**config.mk**
```make
export PLATFORM = sky130hd
export DESIGN_NAME = traffic_light_monitor_flat
export DESIGN_NICKNAME = d
export VERILOG_FILES = /design/src/rtl/traffic_light_pkg.sv /design/src/rtl/traffic_light_monitor_if.sv /design/src/rtl/tl_phase_decode.sv /design/src/rtl/traffic_light_monitor.sv /design/src/flat_wrapper.sv
export SDC_FILE = /design/constraint.sdc
export NUM_CORES = 1
export LEC_CHECK = 0
export CAP_MARGIN = 20
export CORE_MARGIN = 4
export CORE_UTILIZATION = 46
export DETAILED_ROUTE_END_ITERATION = 6
export PLACE_DENSITY_LB_ADDON = 0.12
export SYNTH_ARGS = -nofsm -noshare
export SYNTH_HDL_FRONTEND = slang
export SYNTH_SLANG_ARGS = --single-unit
```
**constraint.sdc**
```tcl
create_clock -name clk -period 2.5 [get_ports clk]
set_input_delay 0.5 -clock clk [delete_from_list [all_inputs] [get_ports clk]]
set_output_delay 0.5 -clock clk [all_outputs]
set_load 0.005 [all_outputs]
```
**src/rtl/traffic_light_pkg.sv**
```systemverilog
// Shared definitions for the 3-bit one-hot traffic light bus: light codes,
// phase encoding, default phase durations and the legal phase order.
package traffic_light_pkg;

    localparam logic [2:0] LIGHT_RED    = 3'b100;
    localparam logic [2:0] LIGHT_GREEN  = 3'b001;
    localparam logic [2:0] LIGHT_YELLOW = 3'b010;
    localparam logic [2:0] LIGHT_OFF    = 3'b000;

    localparam int DEF_RED_CYCLES    = 6;
    localparam int DEF_GREEN_CYCLES  = 6;
    localparam int DEF_YELLOW_CYCLES = 4;

    typedef enum logic [1:0] {
        PH_RED    = 2'd0,
        PH_GREEN  = 2'd1,
        PH_YELLOW = 2'd2,
        PH_NONE   = 2'd3
    } phase_t;

    function automatic phase_t next_phase(input phase_t p);
        case (p)
            PH_RED:    next_phase = PH_GREEN;
            PH_GREEN:  next_phase = PH_YELLOW;
            PH_YELLOW: next_phase = PH_RED;
            default:   next_phase = PH_NONE;
        endcase
    endfunction

endpackage

```
**src/rtl/traffic_light_monitor_if.sv**
```systemverilog
// Bus between the light source side (master) and the monitor (slave).
// Carries err_count only when TL_MONITOR_ERRCNT_EN is defined.
interface tl_mon_if #(parameter int CNT_W = 5);
    import traffic_light_pkg::*;

    logic [2:0]       light;
    logic             clr_err;
    phase_t           phase;
    logic             in_sync;
    logic             phase_done;
    logic [CNT_W-1:0] last_dwell;
    logic             err_encoding;
    logic             err_sequence;
    logic             err_duration;
    logic             err_sticky;
`ifdef TL_MONITOR_ERRCNT_EN
    logic [7:0]       err_count;

    modport master (
        output light, clr_err,
        input  phase, in_sync, phase_done, last_dwell,
        input  err_encoding, err_sequence, err_duration, err_sticky, err_count
    );
    modport slave (
        input  light, clr_err,
        output phase, in_sync, phase_done, last_dwell,
        output err_encoding, err_sequence, err_duration, err_sticky, err_count
    );
`else
    modport master (
        output light, clr_err,
        input  phase, in_sync, phase_done, last_dwell,
        input  err_encoding, err_sequence, err_duration, err_sticky
    );
    modport slave (
        input  light, clr_err,
        output phase, in_sync, phase_done, last_dwell,
        output err_encoding, err_sequence, err_duration, err_sticky
    );
`endif

endinterface

```
**src/rtl/tl_phase_decode.sv**
```systemverilog
// Combinational decode of the light bus into a phase plus legal/dark flags;
// usable by any consumer of the bus.
module tl_phase_decode
    import traffic_light_pkg::*;
(
    input  logic [2:0] i_light,
    output phase_t     o_phase,
    output logic       o_is_legal,
    output logic       o_is_dark
);

    // Map each one-hot code to its phase; everything else decodes to PH_NONE
    always_comb begin
        o_phase    = PH_NONE;
        o_is_legal = 1'b0;
        o_is_dark  = 1'b0;
        case (i_light)
            LIGHT_RED: begin
                o_phase    = PH_RED;
                o_is_legal = 1'b1;
            end
            LIGHT_GREEN: begin
                o_phase    = PH_GREEN;
                o_is_legal = 1'b1;
            end
            LIGHT_YELLOW: begin
                o_phase    = PH_YELLOW;
                o_is_legal = 1'b1;
            end
            LIGHT_OFF: begin
                o_is_dark  = 1'b1;
            end
            default: begin
                o_phase    = PH_NONE;
            end
        endcase
    end

endmodule

```
**src/rtl/traffic_light_monitor.sv**
```systemverilog
// Receive-side checker for the traffic light bus: tracks phase order and dwell,
// flags bad encodings, order and durations. TL_MONITOR_ERRCNT_EN adds err_count.
module traffic_light_monitor
    import traffic_light_pkg::*;
#(
    parameter int RED_CYCLES    = DEF_RED_CYCLES,
    parameter int GREEN_CYCLES  = DEF_GREEN_CYCLES,
    parameter int YELLOW_CYCLES = DEF_YELLOW_CYCLES,
    parameter int CNT_W         = 5
) (
    input  logic     clk,
    input  logic     reset,
    tl_mon_if.slave  bus
);

    localparam logic [CNT_W-1:0] DWELL_MAX = {CNT_W{1'b1}};
    localparam logic [CNT_W-1:0] DWELL_ONE = {{(CNT_W-1){1'b0}}, 1'b1};

    function automatic logic [CNT_W-1:0] expected_dwell(input phase_t p);
        case (p)
            PH_RED:    expected_dwell = CNT_W'(RED_CYCLES);
            PH_GREEN:  expected_dwell = CNT_W'(GREEN_CYCLES);
            PH_YELLOW: expected_dwell = CNT_W'(YELLOW_CYCLES);
            default:   expected_dwell = {CNT_W{1'b0}};
        endcase
    endfunction

    phase_t           w_dec;
    logic             w_is_legal;
    logic             w_is_dark;

    phase_t           r_state,      w_state_nxt;
    logic [CNT_W-1:0] r_dwell,      w_dwell_nxt;
    logic             r_partial,    w_partial_nxt;
    logic             r_in_sync;
    logic             r_done,       w_done_nxt;
    logic [CNT_W-1:0] r_last_dwell, w_last_nxt;
    logic             r_err_enc,    w_err_enc;
    logic             r_err_seq,    w_err_seq;
    logic             r_err_dur,    w_err_dur;
    logic             r_sticky,     w_sticky_nxt;
    logic [CNT_W-1:0] w_exp;
    logic             w_any_err;

    tl_phase_decode u_decode (
        .i_light    (bus.light),
        .o_phase    (w_dec),
        .o_is_legal (w_is_legal),
        .o_is_dark  (w_is_dark)
    );

    // Next-state, dwell tracking and error pulse generation
    always_comb begin
        w_state_nxt   = r_state;
        w_dwell_nxt   = r_dwell;
        w_partial_nxt = r_partial;
        w_done_nxt    = 1'b0;
        w_last_nxt    = r_last_dwell;
        w_err_enc     = 1'b0;
        w_err_seq     = 1'b0;
        w_err_dur     = 1'b0;
        w_exp         = expected_dwell(r_state);
        case (r_state)
            PH_NONE: begin
                if (bus.light == LIGHT_RED) begin
                    w_state_nxt   = PH_RED;
                    w_dwell_nxt   = DWELL_ONE;
                    w_partial_nxt = 1'b1;
                end else begin
                    w_err_enc = !(w_is_legal || w_is_dark);
                end
            end
            PH_RED, PH_GREEN, PH_YELLOW: begin
                if (!w_is_legal) begin
                    w_err_enc     = 1'b1;
                    w_state_nxt   = PH_NONE;
                    w_dwell_nxt   = {CNT_W{1'b0}};
                    w_partial_nxt = 1'b0;
                end else if (w_dec == r_state) begin
                    // A stuck phase is flagged once, on the cycle dwell passes expected
                    if (r_dwell != DWELL_MAX) begin
                        w_dwell_nxt = r_dwell + DWELL_ONE;
                        w_err_dur   = (r_dwell == w_exp);
                    end else begin
                        w_dwell_nxt = r_dwell;
                    end
                end else begin
                    w_done_nxt    = 1'b1;
                    w_last_nxt    = r_dwell;
                    w_err_dur     = (r_dwell < w_exp) && !r_partial;
                    w_err_seq     = (w_dec != next_phase(r_state));
                    w_state_nxt   = w_dec;
                    w_dwell_nxt   = DWELL_ONE;
                    w_partial_nxt = 1'b0;
                end
            end
            default: begin
                w_state_nxt   = PH_NONE;
                w_dwell_nxt   = {CNT_W{1'b0}};
                w_partial_nxt = 1'b0;
            end
        endcase

        w_any_err = w_err_enc | w_err_seq | w_err_dur;
        if (w_any_err) begin
            w_sticky_nxt = 1'b1;
        end else if (bus.clr_err) begin
            w_sticky_nxt = 1'b0;
        end else begin
            w_sticky_nxt = r_sticky;
        end
    end

    // State and registered outputs
    always_ff @(posedge clk or posedge reset) begin
        if (reset) begin
            r_state      <= PH_NONE;
            r_dwell      <= {CNT_W{1'b0}};
            r_partial    <= 1'b0;
            r_in_sync    <= 1'b0;
            r_done       <= 1'b0;
            r_last_dwell <= {CNT_W{1'b0}};
            r_err_enc    <= 1'b0;
            r_err_seq    <= 1'b0;
            r_err_dur    <= 1'b0;
            r_sticky     <= 1'b0;
        end else begin
            r_state      <= w_state_nxt;
            r_dwell      <= w_dwell_nxt;
            r_partial    <= w_partial_nxt;
            r_in_sync    <= (w_state_nxt != PH_NONE);
            r_done       <= w_done_nxt;
            r_last_dwell <= w_last_nxt;
            r_err_enc    <= w_err_enc;
            r_err_seq    <= w_err_seq;
            r_err_dur    <= w_err_dur;
            r_sticky     <= w_sticky_nxt;
        end
    end

    assign bus.phase        = r_state;
    assign bus.in_sync      = r_in_sync;
    assign bus.phase_done   = r_done;
    assign bus.last_dwell   = r_last_dwell;
    assign bus.err_encoding = r_err_enc;
    assign bus.err_sequence = r_err_seq;
    assign bus.err_duration = r_err_dur;
    assign bus.err_sticky   = r_sticky;

`ifdef TL_MONITOR_ERRCNT_EN
    logic [7:0] r_err_cnt, w_err_cnt_nxt;

    // Saturating count of error cycles; an error coincident with clear counts as 1
    always_comb begin
        w_err_cnt_nxt = r_err_cnt;
        if (bus.clr_err) begin
            w_err_cnt_nxt = w_any_err ? 8'd1 : 8'd0;
        end else if (w_any_err && (r_err_cnt != 8'd255)) begin
            w_err_cnt_nxt = r_err_cnt + 8'd1;
        end else begin
            w_err_cnt_nxt = r_err_cnt;
        end
    end

    // Error counter register
    always_ff @(posedge clk or posedge reset) begin
        if (reset) begin
            r_err_cnt <= 8'd0;
        end else begin
            r_err_cnt <= w_err_cnt_nxt;
        end
    end

    assign bus.err_count = r_err_cnt;
`endif

endmodule

```
**src/flat_wrapper.sv**
```systemverilog
// flat-port wrapper written by rule: the top's interface ports become plain ports
module traffic_light_monitor_flat import traffic_light_pkg::*;
#(
    parameter int RED_CYCLES    = DEF_RED_CYCLES,
    parameter int GREEN_CYCLES  = DEF_GREEN_CYCLES,
    parameter int YELLOW_CYCLES = DEF_YELLOW_CYCLES,
    parameter int CNT_W         = 5
)
  (clk, reset, bus_light, bus_clr_err, bus_phase, bus_in_sync, bus_phase_done, bus_last_dwell, bus_err_encoding, bus_err_sequence, bus_err_duration, bus_err_sticky);
  tl_mon_if #(.CNT_W(CNT_W)) bus_i ();
  input  logic clk;
  input  logic reset;
  input wire logic [$bits(bus_i.light)-1:0] bus_light;
  input wire logic [$bits(bus_i.clr_err)-1:0] bus_clr_err;
  output wire logic [$bits(bus_i.phase)-1:0] bus_phase;
  output wire logic [$bits(bus_i.in_sync)-1:0] bus_in_sync;
  output wire logic [$bits(bus_i.phase_done)-1:0] bus_phase_done;
  output wire logic [$bits(bus_i.last_dwell)-1:0] bus_last_dwell;
  output wire logic [$bits(bus_i.err_encoding)-1:0] bus_err_encoding;
  output wire logic [$bits(bus_i.err_sequence)-1:0] bus_err_sequence;
  output wire logic [$bits(bus_i.err_duration)-1:0] bus_err_duration;
  output wire logic [$bits(bus_i.err_sticky)-1:0] bus_err_sticky;
  assign bus_i.light = bus_light;
  assign bus_i.clr_err = bus_clr_err;
  assign bus_phase = bus_i.phase;
  assign bus_in_sync = bus_i.in_sync;
  assign bus_phase_done = bus_i.phase_done;
  assign bus_last_dwell = bus_i.last_dwell;
  assign bus_err_encoding = bus_i.err_encoding;
  assign bus_err_sequence = bus_i.err_sequence;
  assign bus_err_duration = bus_i.err_duration;
  assign bus_err_sticky = bus_i.err_sticky;
  traffic_light_monitor #(.RED_CYCLES(RED_CYCLES), .GREEN_CYCLES(GREEN_CYCLES), .YELLOW_CYCLES(YELLOW_CYCLES), .CNT_W(CNT_W)) u_core (.clk(clk), .reset(reset), .bus(bus_i));
endmodule
```
==> results.sh <==
export IMPL_initial_core_util_pct=49.2
export IMPL_nNetsFinal=171
export IMPL_status="finished clean"
export IMPL_grt_max_degree=20
export IMPL_drt_pass1_iter_count=4
export IMPL_slew_headroom_pct=53.1
export IMPL_fin_area_mm2=0.00149
export IMPL_die_area_mm2=0.00359
export IMPL_post_route_drc_count=0
export IMPL_crit_required_ns=2.71
export IMPL_grt_pass1_vias=1059
export IMPL_p_sw_share_pct=37.5
export IMPL_cts_htree_levels=1
export IMPL_die_w_um=59.9
export IMPL_max_cap_viol_count=0
export IMPL_tns_ns=0
export IMPL_synth_edf_count=0
export IMPL_clock_latency_ns=0.29
export IMPL_grt_pass1_wl_mm=4.74
export IMPL_clock_root_buffer="clkbuf_4"
export IMPL_dp_hpwl_mm=2.14
export IMPL_drv_slew=0
export IMPL_path_clk_slew_ns=0.11
export IMPL_whs_ns=0.491
export IMPL_rsz0062_at_grt="no"
export IMPL_antenna_cells=0
export IMPL_antenna_found_initial=0
export IMPL_vias_per_cell=5.54
export IMPL_drive_gt1_share_pct=12.8
export IMPL_p_total_mw=1.17
export IMPL_synthCells=135
export IMPL_grt_util_all_layers_pct=17.1
export IMPL_ys_types=42
export IMPL_crit_path_start="u_core.bus.phase[0]"
export IMPL_ir_drop_v=0.000607
export IMPL_grt_ovfl_total=0
export IMPL_timing_final_ws_setup_ns=0.296
export IMPL_die_h_um=59.9
export IMPL_rows=18
export IMPL_cts_tree="built"
export IMPL_critPathKind="reg2reg"
export IMPL_preCtsSetupSlack_ns=0.0189
export IMPL_cts_resized_gates=0
export IMPL_synthFlopType="dfrtp_1"
export IMPL_numCtsBuffers=3
export IMPL_yosysTopAreaCellShare_pct=34.3
export IMPL_place_congestion=0.852
export IMPL_drt_total_wl_mm=2.64
export IMPL_min_period_over_period_pct=88.1
export IMPL_min_path_type="reg2reg"
export IMPL_path_max_fanout=12
export IMPL_synth_seq_cells=19
export IMPL_synth_area_top_cells="dfrtp_1 (34%), ha_1 (8.1%), nand2_1 (5.1%)"
export IMPL_r2r_slack_ns=0.30
export IMPL_ys_warn_count=0
export IMPL_p_int_mw=0.728
export IMPL_cts_sinks=19
export IMPL_clockBufferDepth=2
export IMPL_pwr_share_seq_pct=38.7
export IMPL_final_hold_viol_count=0
export IMPL_cellLeakagePower_nw=0.708
export IMPL_end_kind="flop"
export IMPL_cts_setup_buffers=0
export IMPL_post_drt_wl_per_cell_um=14.2
export IMPL_period_minus_slack_ns=2.20
export IMPL_worstMarginPinSlew_ns=0.703
export IMPL_clock_skew_final_ns=0.00644
export IMPL_power_density_mw_per_mm2=783
export IMPL_crit_path_cell_trace="ha_1 > buf_4 > nor4b_1 > o211ai_1 > a31oi_1 > nor2_1 > a22oi_1"
export IMPL_critPathArrivalTime_ns=2.42
export IMPL_fmax_ghz=0.454
export IMPL_core_mm2=0.00252
export IMPL_place_area_mm2=0.00146
export IMPL_switchingPower_mw=0.437
export IMPL_slowest_delay_ns=0.45
export IMPL_drt_iter0_drc=19
export IMPL_syn_avg_cell_area_um2=9.19
export IMPL_reg2reg_from="u_core.bus.phase[0]"
export IMPL_yosysSeqAreaShare_pct=38.5
export IMPL_combPwrFrac_pct=48.2
export IMPL_cp_slowest_cell="dfstp_2"
export IMPL_numPortBuffers=18
export IMPL_async_flop_share_pct=100
export IMPL_syn_to_final_growth_pct=20.0
export IMPL_startpoint_type="flop"
export IMPL_synth_nets=149
export IMPL_hp_start="u_core.bus.last_dwell[4]"
export IMPL_clockPowerShare_pct=13.1
export IMPL_ctsHoldBuffers=0
export IMPL_vias=1031
export IMPL_synth_top_area_cell="dfrtp_1"
export IMPL_setup_violations=0
export IMPL_syn_area_mm2=0.00124
export IMPL_ant_nets=0
export IMPL_ios=19
power by group through the flow:
| stage | clock [mW] | sequential (mW) | combinational [mW] |
|---|---|---|---|
| 4_1_cts | 0.156 | 0.453 | 0.567 |
| 5_1_grt | 0.165 | 0.465 | 0.636 |
| 6_report | 0.152 | 0.451 | 0.562 |
| 2_1_floorplan | 0 | 0.440 | 0.362 |
| 3_5_place_dp | 0 | 0.458 | 0.565 |
| 3_3_place_gp | 0 | 0.456 | 0.550 |
synth_stat cells (all sizes together) (2+ instances only):
cell    count
and3b       2
and3        2
o21bai      2
o22ai       2
nor4        3
a21o        2
nand2      17
clkbuf      3
dfrtp      17
a32o        3
or2         2
a22oi       2
nor3        3
nor2        8
nor2b       2
dfstp       2
o21ai       5
buf         5
a21oi       4
nand2b      4
nor4b       3
nor4bb      2
nor3b       2
xor2        4
ha          8
inv        13
critical path: cells and delay by family (launching register included):
family          cells  cell delay, ns
fa+ha+maj           1            0.34
simple gates        2            0.39
flops               1            0.45
compound gates      3            0.75
buf+inv             1            0.20
sequential cells by signal, indices dropped and copies added, names as in the netlist:
signal and flops:
u_core.r_dwell 5, u_core.bus.in_sync 1, u_core.bus.err_duration 1, u_core.bus.err_encoding 1
u_core.r_partial 1, u_core.bus.err_sequence 1, u_core.bus.phase_done 1, u_core.bus.last_dwell 5
u_core.bus.err_sticky 1, u_core.bus.phase 2
per-layer routing:
| layer | wire length (um) | up-vias | track usage, % |
|---|---|---|---|
| met5 | 0 | - | 0 |
| met2 | 1360 | 12 | 30.4 |
| met4 | 34 | 0 | 6.01 |
| met1 | 1190 | 503 | 21.3 |
| li1 | - | 514 | - |
| met3 | 53 | 2 | 1.51 |
metrics by stage:
step	cells	util (%)
after floorplan	135	-
after global placement	182	58.0
after detailed placement	182	58.0
after CTS	186	59.0
after global routing	186	59.0
final	186	59.0
path summary, 6_finish.rpt:
kind	end	cells after the start
min in group asynchronous	u_core.r_dwell[2]	2
hold / removal	u_core.bus.last_dwell[4]	2
setup reg to reg	u_core.r_dwell[0]	7
setup / recovery	u_core.r_dwell[0]	7
max in group asynchronous	u_core.bus.err_duration	2
hold reg to reg	u_core.bus.last_dwell[4]	2
cell families (layout without fill, tap and decap cells):
kind of cell             Yosys count  after routing  synth area share (%)
AND/OR/NAND/NOR                   53             53                  23.3
AO/OA/AOI/OAI                     28             28                  17.7
buffers and inverters             21             42                  7.86
flip-flops                        19             19                  38.5
adder cells (fa/ha/maj)            9              9                  8.97
XOR/XNOR                           4              4                  2.82
multiplexers                       1              1                 0.806
cell type report:
cell class | instances | area (um^2)
clock buffer | 4 | 26.3
fill | 229 | 1030
inverter | 13 | 48.8
multi-input combinational | 95 | 666
sequential | 19 | 478
tap | 30 | 37.5
timing repair buffer | 25 | 233
layout by cell type (no fill, tap or decap), types with 2 or more instances in the layout:
master	synthesis	final
o21bai_1	2	2
xor2_1	4	4
o21ai_1	5	5
nor4bb_1	2	2
ha_1	8	8
dfstp_2	2	2
nor3_1	3	3
inv_2	4	4
a21o_1	2	2
inv_1	9	9
nor2b_1	2	2
nor4_1	3	3
nand2b_1	4	4
dfrtp_1	17	17
o22ai_1	2	2
and3b_1	2	2
or2_1	2	2
nand2_1	17	17
nor3b_1	2	2
and3_1	2	2
buf_4	0	7
a21oi_1	4	4
a22oi_1	2	2
nor4b_1	3	3
clkbuf_4	0	3
nor2_1	8	8
clkdlybuf4s50_1	0	18
a32o_1	2	2
(Power assumes the default switching activity.)
